## src/rtl/bomber_pkg.sv

```systemverilog
// Shared types for the bomb controller / map writer pair: tile codes,
// controller state codes, flame directions, writer FSM states and the
// reset map pattern.
package bomber_pkg;

  localparam int MAP_W_DEF = 15;
  localparam int MAP_H_DEF = 13;

  typedef enum logic [2:0] {
    T_EMPTY       = 3'd0,
    T_WALL        = 3'd1,
    T_BRICK       = 3'd2,
    T_BOMB        = 3'd3,
    T_FLAME       = 3'd4,
    T_FLAME_BRICK = 3'd5
  } tile_t;

  typedef enum logic [2:0] {
    BOB_BOMB    = 3'd0,
    BOB_FLAME   = 3'd1,
    BOB_EMPTY   = 3'd2,
    BOB_RESTORE = 3'd3
  } bob_state_t;

  typedef enum logic [1:0] {
    DIR_PX = 2'd0,
    DIR_NX = 2'd1,
    DIR_PY = 2'd2,
    DIR_NY = 2'd3
  } dir_t;

  typedef enum logic [2:0] {
    S_IDLE,
    S_PLACE,
    S_FL_CTR,
    S_FL_ARM,
    S_CL_CTR,
    S_CL_ARM
  } fsm_t;

  // Border and even/even pillars are walls; bricks on every third
  // anti-diagonal except the three cells around the player spawn.
  function automatic tile_t init_tile(input int x, input int y, input int w, input int h);
    if (x == 0 || x == w - 1 || y == 0 || y == h - 1 || (x % 2 == 0 && y % 2 == 0))
      return T_WALL;
    if ((x + y) % 3 == 0 && !((x == 1 && y == 1) || (x == 1 && y == 2) || (x == 2 && y == 1)))
      return T_BRICK;
    return T_EMPTY;
  endfunction

  // Lowest-numbered direction whose bit is set in m (DIR_NY when none).
  function automatic dir_t low_dir(input logic [3:0] m);
    if (m[0]) return DIR_PX;
    if (m[1]) return DIR_NX;
    if (m[2]) return DIR_PY;
    return DIR_NY;
  endfunction

endpackage

```

## src/rtl/blast_map_writer_tile_map_regs.sv

```systemverilog
// Tile map storage: one register per tile, reset to the arena layout.
// One write port, two combinational readers and a player probe; any
// out-of-range read returns WALL so callers need no extra bounds logic.
module tile_map_regs
  import bomber_pkg::*;
#(
  parameter int MAP_W = MAP_W_DEF,
  parameter int MAP_H = MAP_H_DEF
) (
  input  logic       clk,
  input  logic       rst,
  input  logic       we,
  input  logic [3:0] wx,
  input  logic [3:0] wy,
  input  logic [2:0] wdata,
  input  logic [3:0] ax,
  input  logic [3:0] ay,
  output logic [2:0] a_tile,
  input  logic [3:0] bx,
  input  logic [3:0] by,
  output logic [2:0] b_tile,
  input  logic [3:0] px,
  input  logic [3:0] py,
  output logic [2:0] p_tile
);

  localparam logic [3:0] X_LIM     = 4'(MAP_W);
  localparam logic [3:0] Y_LIM     = 4'(MAP_H);
  localparam logic [2:0] WALL_CODE = T_WALL;

  logic [2:0] cells [MAP_H][MAP_W];

  // Reset rebuilds the whole arena; otherwise apply the single write.
  always_ff @(posedge clk or posedge rst) begin
    if (rst) begin
      for (int yy = 0; yy < MAP_H; yy++)
        for (int xx = 0; xx < MAP_W; xx++)
          cells[4'(yy)][4'(xx)] <= init_tile(xx, yy, MAP_W, MAP_H);
    end else if (we && wx < X_LIM && wy < Y_LIM) begin
      cells[wy][wx] <= wdata;
    end
  end

  assign a_tile = (ax < X_LIM && ay < Y_LIM) ? cells[ay][ax] : WALL_CODE;
  assign b_tile = (bx < X_LIM && by < Y_LIM) ? cells[by][bx] : WALL_CODE;
  assign p_tile = (px < X_LIM && py < Y_LIM) ? cells[py][px] : WALL_CODE;

endmodule

```

## src/rtl/blast_map_writer.sv

```systemverilog
// Map writer at the consumer end of the bomb controller stream. Detects
// controller state changes, queues one event while busy, and walks the
// map to place bombs, spread flame arms (burning bricks) and restore the
// blast cells afterwards. Also flags a player standing in flame.
module blast_map_writer
  import bomber_pkg::*;
#(
  parameter int MAP_W       = MAP_W_DEF,
  parameter int MAP_H       = MAP_H_DEF,
  parameter int FLAME_RANGE = 2
) (
  input  logic       frame_clk,
  input  logic       Reset,
  input  logic [2:0] bomb_state,
  input  logic [3:0] bomb_x,
  input  logic [3:0] bomb_y,
  input  logic [3:0] px,
  input  logic [3:0] py,
  input  logic [3:0] rd_x,
  input  logic [3:0] rd_y,
  output logic [2:0] rd_tile,
  output logic       busy,
  output logic       player_hit
);

  localparam logic [3:0] X_LIM = 4'(MAP_W);
  localparam logic [3:0] Y_LIM = 4'(MAP_H);
  localparam logic [2:0] RANGE = 3'(FLAME_RANGE);

  fsm_t       state, state_nx;
  dir_t       dir, dir_nx;
  logic [2:0] step, step_nx;
  logic [2:0] arm_len [4];

  logic [2:0] prev_state;
  logic       new_evt;
  logic [3:0] evt_x, evt_y;
  logic       pend_vld;
  logic [2:0] pend_state;
  logic [3:0] pend_x, pend_y;
  logic [2:0] src_state;

  logic [3:0] cx, cy;
  logic       in_range;
  logic [2:0] probe, p_tile;
  logic       blocked, brick, arm_end;
  logic [3:0] nz_mask, above_mask;
  logic       has_nz_all, has_nz_after;
  dir_t       nz_all, nz_after;

  logic       we;
  logic [2:0] wdata;

  assign new_evt = (bomb_state != prev_state);

  tile_map_regs #(
    .MAP_W (MAP_W),
    .MAP_H (MAP_H)
  ) u_map (
    .clk    (frame_clk),
    .rst    (Reset),
    .we     (we),
    .wx     (cx),
    .wy     (cy),
    .wdata  (wdata),
    .ax     (cx),
    .ay     (cy),
    .a_tile (probe),
    .bx     (rd_x),
    .by     (rd_y),
    .b_tile (rd_tile),
    .px     (px),
    .py     (py),
    .p_tile (p_tile)
  );

  // Cell under the FSM: the centre, or centre + dir*step on arm walks (4-bit wrap).
  always_comb begin
    cx = evt_x;
    cy = evt_y;
    if (state == S_FL_ARM || state == S_CL_ARM) begin
      case (dir)
        DIR_PX:  cx = evt_x + {1'b0, step};
        DIR_NX:  cx = evt_x - {1'b0, step};
        DIR_PY:  cy = evt_y + {1'b0, step};
        default: cy = evt_y - {1'b0, step};
      endcase
    end
    in_range = (cx < X_LIM) && (cy < Y_LIM);
  end

  // Arm-walk decisions: flame stoppers and which restore arms remain.
  always_comb begin
    blocked = !in_range || probe == T_WALL || probe == T_BOMB;
    brick   = in_range && probe == T_BRICK;
    arm_end = blocked || brick || step == RANGE;
    nz_mask[0] = (arm_len[0] != 3'd0);
    nz_mask[1] = (arm_len[1] != 3'd0);
    nz_mask[2] = (arm_len[2] != 3'd0);
    nz_mask[3] = (arm_len[3] != 3'd0);
    case (dir)
      DIR_PX:  above_mask = 4'b1110;
      DIR_NX:  above_mask = 4'b1100;
      DIR_PY:  above_mask = 4'b1000;
      default: above_mask = 4'b0000;
    endcase
    has_nz_all   = |nz_mask;
    nz_all       = low_dir(nz_mask);
    has_nz_after = |(nz_mask & above_mask);
    nz_after     = low_dir(nz_mask & above_mask);
  end

  // FSM state register.
  always_ff @(posedge frame_clk or posedge Reset) begin
    if (Reset) state <= S_IDLE;
    else       state <= state_nx;
  end

  // Next state plus arm direction/step; IDLE prefers the queued event.
  always_comb begin
    state_nx  = state;
    dir_nx    = dir;
    step_nx   = step;
    src_state = pend_vld ? pend_state : (new_evt ? bomb_state : BOB_EMPTY);
    case (state)
      S_IDLE: begin
        case (src_state)
          BOB_BOMB:    state_nx = S_PLACE;
          BOB_FLAME:   state_nx = S_FL_CTR;
          BOB_RESTORE: state_nx = S_CL_CTR;
          default:     state_nx = S_IDLE;
        endcase
      end
      S_PLACE: state_nx = S_IDLE;
      S_FL_CTR: begin
        state_nx = S_FL_ARM;
        dir_nx   = DIR_PX;
        step_nx  = 3'd1;
      end
      S_FL_ARM: begin
        if (arm_end) begin
          if (dir == DIR_NY) begin
            state_nx = S_IDLE;
          end else begin
            dir_nx  = dir_t'(dir + 2'd1);
            step_nx = 3'd1;
          end
        end else begin
          step_nx = step + 3'd1;
        end
      end
      S_CL_CTR: begin
        if (has_nz_all) begin
          state_nx = S_CL_ARM;
          dir_nx   = nz_all;
          step_nx  = 3'd1;
        end else begin
          state_nx = S_IDLE;
        end
      end
      S_CL_ARM: begin
        if (step == arm_len[dir]) begin
          if (has_nz_after) begin
            dir_nx  = nz_after;
            step_nx = 3'd1;
          end else begin
            state_nx = S_IDLE;
          end
        end else begin
          step_nx = step + 3'd1;
        end
      end
      default: state_nx = S_IDLE;
    endcase
  end

  // Map write strobe and data for the current FSM state.
  always_comb begin
    busy  = (state != S_IDLE);
    we    = 1'b0;
    wdata = T_EMPTY;
    case (state)
      S_PLACE: begin
        we    = (probe == T_EMPTY);
        wdata = T_BOMB;
      end
      S_FL_CTR: begin
        we    = 1'b1;
        wdata = T_FLAME;
      end
      S_FL_ARM: begin
        we    = !blocked;
        wdata = brick ? T_FLAME_BRICK : T_FLAME;
      end
      S_CL_CTR, S_CL_ARM: begin
        we    = 1'b1;
        wdata = T_EMPTY;
      end
      default: ;
    endcase
  end

  // Control state: edge history, pending flag, arm bookkeeping, hit flag.
  always_ff @(posedge frame_clk or posedge Reset) begin
    if (Reset) begin
      prev_state <= BOB_EMPTY;
      pend_vld   <= 1'b0;
      dir        <= DIR_PX;
      step       <= 3'd1;
      arm_len[0] <= 3'd0;
      arm_len[1] <= 3'd0;
      arm_len[2] <= 3'd0;
      arm_len[3] <= 3'd0;
      player_hit <= 1'b0;
    end else begin
      prev_state <= bomb_state;
      dir        <= dir_nx;
      step       <= step_nx;
      if (state == S_IDLE) pend_vld <= pend_vld & new_evt;
      else if (new_evt)    pend_vld <= 1'b1;
      if (state == S_FL_ARM && arm_end)
        arm_len[dir] <= blocked ? step - 3'd1 : step;
      player_hit <= (p_tile == T_FLAME) || (p_tile == T_FLAME_BRICK);
    end
  end

  // Event payloads: IDLE consumes the pending slot first, busy refills it.
  always_ff @(posedge frame_clk) begin
    if (state == S_IDLE) begin
      if (pend_vld) begin
        evt_x <= pend_x;
        evt_y <= pend_y;
        if (new_evt) begin
          pend_state <= bomb_state;
          pend_x     <= bomb_x;
          pend_y     <= bomb_y;
        end
      end else if (new_evt) begin
        evt_x <= bomb_x;
        evt_y <= bomb_y;
      end
    end else if (new_evt) begin
      pend_state <= bomb_state;
      pend_x     <= bomb_x;
      pend_y     <= bomb_y;
    end
  end

endmodule

```

## config.mk

```make
export PLATFORM = sky130hd
export DESIGN_NAME = blast_map_writer
export DESIGN_NICKNAME = d
export VERILOG_FILES = /design/src/rtl/bomber_pkg.sv /design/src/rtl/blast_map_writer_tile_map_regs.sv /design/src/rtl/blast_map_writer.sv
export SDC_FILE = /design/constraint.sdc
export NUM_CORES = 2
export LEC_CHECK = 0
export BUFFER_PORTS_ARGS = -buffer_cell sky130_fd_sc_hd__buf_2
export CORE_AREA = 4 4 399 401
export CTS_BUF_LIST = sky130_fd_sc_hd__clkbuf_8
export DETAILED_ROUTE_END_ITERATION = 8
export DIE_AREA = 0 0 403 405
export HOLD_SLACK_MARGIN = 0.12
export PLACE_DENSITY = 0.35
export REMOVE_ABC_BUFFERS = 1
export SLEW_MARGIN = 20
export SYNTH_ARGS = -nofsm -noshare
export SYNTH_HDL_FRONTEND = slang
export SYNTH_HIERARCHICAL = 1
export SYNTH_SLANG_ARGS = --single-unit
```

## constraint.sdc

```tcl
create_clock -name frame_clk -period 13.4 [get_ports frame_clk]
set_clock_uncertainty 0.1 [all_clocks]
set_input_delay 3.35 -clock frame_clk [delete_from_list [all_inputs] [get_ports frame_clk]]
set_output_delay 3.35 -clock frame_clk [all_outputs]
set_load 0.02 [all_outputs]
```

* Word-level counts from Yosys, hierarchy flattened
Index checks and enable logic that the tools add are counted.
Storage, ports and cells: input bits 29, memory bits (read-only) 0, memories kept 0, output and inout bits 5, latch bits 0, memory bits (writable) 0, register bits 629, word-level logic and storage cells 411
Cells by class: equality and inequality tests 28, multipliers 0, $lt $le $gt $ge 16, shift-type cells 0, add/subtract/negate cells 7, divide/modulo/power cells 0, reduce and logical (&&, ||, !) cells 39, mux-type cells 101, bitwise logic cells 10
Operators by type and width (number):
- $bwmux 585 | 1
- $bmux 45 s4 | 3
- $mux 45 | 7
- $demux 45 s4 | 1
- $mux 3 | 29
- $mux 4 | 12
- $bmux 3 s4 | 3
- $mux 2 | 17
- $ge 5x5->1 const B | 6
- $not 4->5 | 6
- $lt 4x4->1 const B | 6
- $eq 3x2->1 const B | 6
- $pmux 3 s3 | 2
- $pmux 4 s2 | 2
- $mux 1 | 15
- $pmux 3 s5 | 1
- $reduce_bool 3->1 | 5
- $ne 2x2->1 const B | 7
- $bwmux 12 | 1
- $demux 3 s4 | 1
- $eq 3x3->1 const B | 4
- $pmux 3 s4 | 1
- $pmux 4 s3 | 1
- $logic_and 1x1->1 | 10
- other kinds (35) | 54

* Longest topological paths before layout
depth after elaboration 20, gate-level depth with buffers 29, gate-level depth less buffers 26

* Modules after synthesis
Netlist, hierarchy kept.
Modules (own cells, without submodules):
- tile_map_regs | instances 1, area an instance 35799.3 um^2, seq. area each 16649.7 um^2, cells an instance 2700
- blast_map_writer | instances 1, area an instance 2822.7 um^2, seq. area each 1198.6 um^2, cells an instance 253

* Worst setup path after synthesis
Ideal clock, no wire load.
path kind reg-to-reg, start reg step[0], end reg u_map/cells[0] (netlist name), data pin, buffers on the path 4, path slack 4.169 ns, period minus slack after synthesis 9.231 ns, required time 12.385 ns, stages on the path, launching flop included 21, data arrival time 8.216 ns, library setup time 0.915 ns, cell sequence dfstp_2 > inv_1 > ha_1 > mux2_2 > ha_1 > a21o_1 > a21oi_2 > xor2_1 > nor2_1 > xnor2_1 > buf_2 > clkbuf_1 > clkbuf_1 > clkbuf_1 > nand3_1 > a31oi_1 > a21oi_1 > o32ai_1 > nor3b_1 > nand2_1 > a21oi_1
Between the ends: word-level cells in the longest chain between the ends 16, elaborated cells between the ends (all ways) 35, classes of those cells 4 x add/sub; 6 x order compare; 1 x eq/ne; 18 x mux; 2 x bitwise; 4 x reduce/logical
Ends and longest elaborated chain:
- start, declared | line blast_map_writer.sv:32 | logic [2:0] step, step_nx;
- start signal, assigned | line blast_map_writer.sv:218 | step <= step_nx;
- $sub 4x3->4 / $add 4x3->4 (equally long branches) | line blast_map_writer.sv:86, blast_map_writer.sv:85
- $pmux 4 s2 (*) | line blast_map_writer.sv:82 | case (dir)
- $mux 4 (*) | line blast_map_writer.sv:81 | if (state == S_FL_ARM || state == S_CL_ARM) begin
- net cy[3] | line blast_map_writer.sv:43 | logic [3:0] cx, cy;
- $not 4->5 (implied by the code) | line blast_map_writer_tile_map_regs.sv:44 | assign a_tile = (ax < X_LIM && ay < Y_LIM) ? cells[ay][ax] : WALL_CODE;
- $bmux 45 s4 | line blast_map_writer_tile_map_regs.sv:44
- $mux 45 (implied by the code) (2 in series) | line blast_map_writer_tile_map_regs.sv:44
- $bmux 3 s4 | line blast_map_writer_tile_map_regs.sv:44
- $mux 3 (implied by the code) (2 in series) | line blast_map_writer_tile_map_regs.sv:44
- $mux 3 (*) | line blast_map_writer_tile_map_regs.sv:44
- net probe[1] | line blast_map_writer.sv:45 | logic [2:0] probe, p_tile;
- $eq 3x2->1 (*) | line blast_map_writer.sv:95 | brick = in_range && probe == T_BRICK;
- $logic_and 1x1->1 (*) | line blast_map_writer.sv:95
- $mux 1 (*) | line blast_map_writer.sv:193 | wdata = brick ? T_FLAME_BRICK : T_FLAME;
- $pmux 3 s3 (*) | line blast_map_writer.sv:182 | case (state)
- net wdata[0] | line blast_map_writer.sv:52 | logic [2:0] wdata;
- $bwmux 585 (*) | line blast_map_writer_tile_map_regs.sv:40 | cells[wy][wx] <= wdata;
- end signal, assigned by index | line blast_map_writer_tile_map_regs.sv:38 | cells[4'(yy)][4'(xx)] <= init_tile(xx, yy, MAP_W, MAP_H);
- end signal, assigned by index | line blast_map_writer_tile_map_regs.sv:40
- end, declared | line blast_map_writer_tile_map_regs.sv:31 | logic [2:0] cells [MAP_H][MAP_W];
The timed path passes the listed nets; every way through them passes the cells marked *. The select of a mux whose other input is x is not followed. A chain may end at the register's enable or synchronous reset.

* Final worst setup path
start in rd_y[0], end out rd_tile[1]
Between the ends: word-level cells in the longest chain between the ends 8, elaborated cells between the ends (all ways) 10, classes of those cells 1 x order compare; 7 x mux; 1 x bitwise; 1 x reduce/logical
Ends and longest elaborated chain:
- start, declared | line blast_map_writer.sv:20 | input logic [3:0] rd_y,
- $not 4->5 (implied by the code) | line blast_map_writer_tile_map_regs.sv:45 | assign b_tile = (bx < X_LIM && by < Y_LIM) ? cells[by][bx] : WALL_CODE;
- $bmux 45 s4 | line blast_map_writer_tile_map_regs.sv:45
- $mux 45 (implied by the code) (2 in series) | line blast_map_writer_tile_map_regs.sv:45
- $bmux 3 s4 | line blast_map_writer_tile_map_regs.sv:45
- $mux 3 (implied by the code) (2 in series) | line blast_map_writer_tile_map_regs.sv:45
- $mux 3 (*) | line blast_map_writer_tile_map_regs.sv:45
- end, declared | line blast_map_writer.sv:21 | output logic [2:0] rd_tile,
Every way passes the cells marked *; elsewhere a longest branch is shown, timed or not. The select of a mux whose other input is x is not followed.

==> results.toml <==
[die]
die_x_um = 403
io_pins = 34
fp.dieH_um = 405
start_util_pct = 23.78
coreArea_um2 = 155700
rows = 145
design.die.area_um2 = 163200

[global_routing]
grt_usage_pct = 19.92
grt_max_degree = 196
grt_pass1_vias = 27830
grt_antenna_before_repair = 9
grt_pass1_wl_um = 230000
grt_overflow = 0

[status]
status = "finished, final reports clean"

[detailed_routing]
wl_um = 165800
wire_per_inst_um = 33.54
ant_nets = 0
vias = 26890
viasPerCell = 5.441
dr.first_iter.drc_count = 3157
first_pass_iters = 6
remaining_drc_errors = 0

[cts]
clk_latency_ns = 0.90
tritoncts = "done"
post_cts_buffers = 0
clk_pin_slew_ns = 0.05
root_buffer = "clkbuf_8"
clock_path_buffers = 3
clock_sink_count = 629
ctsHoldBuffers = 0
htreeDepth = 3
cts_made_buffers = 121
post_cts_resized = 0

[final_layout]
layout-drive-gt1-share_pct = 31.01
nNetsFinal = 2822
area_growth_pct = 13.06

[setup_path]
worstReg2RegStart = "step[0]"
crit_required_ns = 9.95
reg2reg_to = "u_map/cells[261]"
setup.worst_path.class = "primary input to output pin"
cp-end-kind = "output pin"
worstPathMaxFanout = 54
r2r_cells = 25
startpoint_type = "primary input"
cp.arrival_ns = 7.15
rrSetupSlack_ns = 3.01

[synth]
mappedNetlistArea_um2 = 37020
synth_area_per_cell_um2 = 13.28
postSynthCellCount = 2787
yosysWarnings = 6

[timing]
setup_viol = 0
rsz0062_at_grt = "no"
slew_headroom_pct = 16.53
tightest_slew_ns = 1.252
fin_crit_ns = 10.60
drv_slew = 0
fin_ws_ns = 2.795
hold_viol = 0
max_freq_mhz = 94.30
fin_crit_sh_pct = 79.14
fin_tns_setup_ns = 0

[power]
total_leakage_power_nw = 14.83
power_density_nw_per_um2 = 230.9
max-vdd-ir-drop_v = 0.0004010

[worst_hold_path]
holdPathEnd = "u_map/cells[309]"
holdPathStages = 1
worstHoldPathType = "register to register"
hp-start = "u_map/cells[309]"

[placed_design]
gp_congestion = 0.8741
dpl_worst_slack_ns = 2.880
hpwl_um = 110300
io_buffer_count = 33

[run]
cap_violations = 0
[cell usage in the layout, fill, tap and decap left out, types with 9 or more instances in the layout]
cell and instances:
clkinv_1 17, nor2b_1 31, nor2_1 273, o221ai_1 27, nand3_1 45, mux2_2 243
o22ai_1 21, inv_1 43, buf_2 28, mux2_1 9, or3_1 9, nand2b_1 26
a221o_1 14, a211oi_1 26, clkinv_2 27, o311ai_0 9, a31oi_1 27, bufinv_16 16
a21oi_1 84, a2111oi_0 12, a22oi_1 28, mux4_2 257, and2_1 16, nor3_1 29
ha_1 14, o211ai_1 14, nand2_1 149, dfrtp_1 180, o2111ai_1 9, dfstp_2 37
edfxtp_1 412, clkbuf_8 131, a221oi_1 41, xnor2_1 12, a311oi_1 12, buf_4 74
o21ai_0 67, mux2i_1 215
[worst max-delay path by stage]
| stage | start | endpoint | slack, ns | cells after the start |
|---|---|---|---|---|
| global route | step[0] | u_map/cells[261] | 2.73 | 25 |
| CTS | rd_y[0] | rd_tile[1] | 2.88 | 8 |
| global placement | rd_y[0] | rd_tile[1] | 2.85 | 8 |
| detailed placement | rd_y[0] | rd_tile[1] | 2.88 | 8 |
| floorplan | step[0] | u_map/cells[0] | -3.13 | 15 |
| finish | rd_y[0] | rd_tile[1] | 2.80 | 10 |
[registers in the layout, indices dropped and copies added (netlist names), 4 cells and up]
register     flops
u_map/cells    585
pend_y           4
pend_x           4
arm_len         12
evt_y            4
evt_x            4
[area by class of cell]
class / instances / area (um2)
Clock buffer: 130 / 1789
Multi-Input combinational cell: 1888 / 17780
Timing Repair Buffer: 109 / 815.8
Antenna cell: 5 / 12.51
Inverter: 28 / 117.6
Tap cell: 2058 / 2575
Fill cell: 16090 / 113800
Clock inverter: 96 / 912.1
Sequential cell: 629 / 17850
[power breakdown]
group / total, mW / leakage [nW] / switching, mW / internal [mW]
clock: 2.19 / 1.48 / 0.966 / 1.22
combinational: 4.68 / 6.77 / 3.24 / 1.44
sequential: 2.80 / 6.59 / 0.237 / 2.56
[worst max-delay path: stages]
cell      delay [ns]
buf_8           0.42
buf_4           0.61
inv_1           0.47
a21oi_1         0.25
o221ai_1        0.16
a31oi_1         0.23
o31ai_1         0.13
a21boi_0        0.60
o221ai_1        0.41
buf_2           0.28
[stage by stage]
step / power, mW / cells / hold WS [ns] / utilization [%] / instance area, um2
finish: 9.665 / 4943 / 0.4329 / 26.88 / 41850
global route: 10.02 / 4939 / 0.4505 / 26.88 / 41840
CTS: 9.693 / 4938 / 0.4339 / 26.87 / 41830
detailed placement: 7.461 / 4712 / 0.4209 / 25.14 / 39130
global placement: 7.472 / 4712 / 0.4104 / 25.14 / 39130
floorplan: 5.342 / 2545 / 0.3697 / - / 35590
[routing by layer]
layer	wire (um)	global-route usage, %
met5	0	0
met4	6170	7.358
met3	11670	3.724
met2	77080	32.00
met1	70860	26.80
Note: power is estimated with default switching activity, not from simulation.
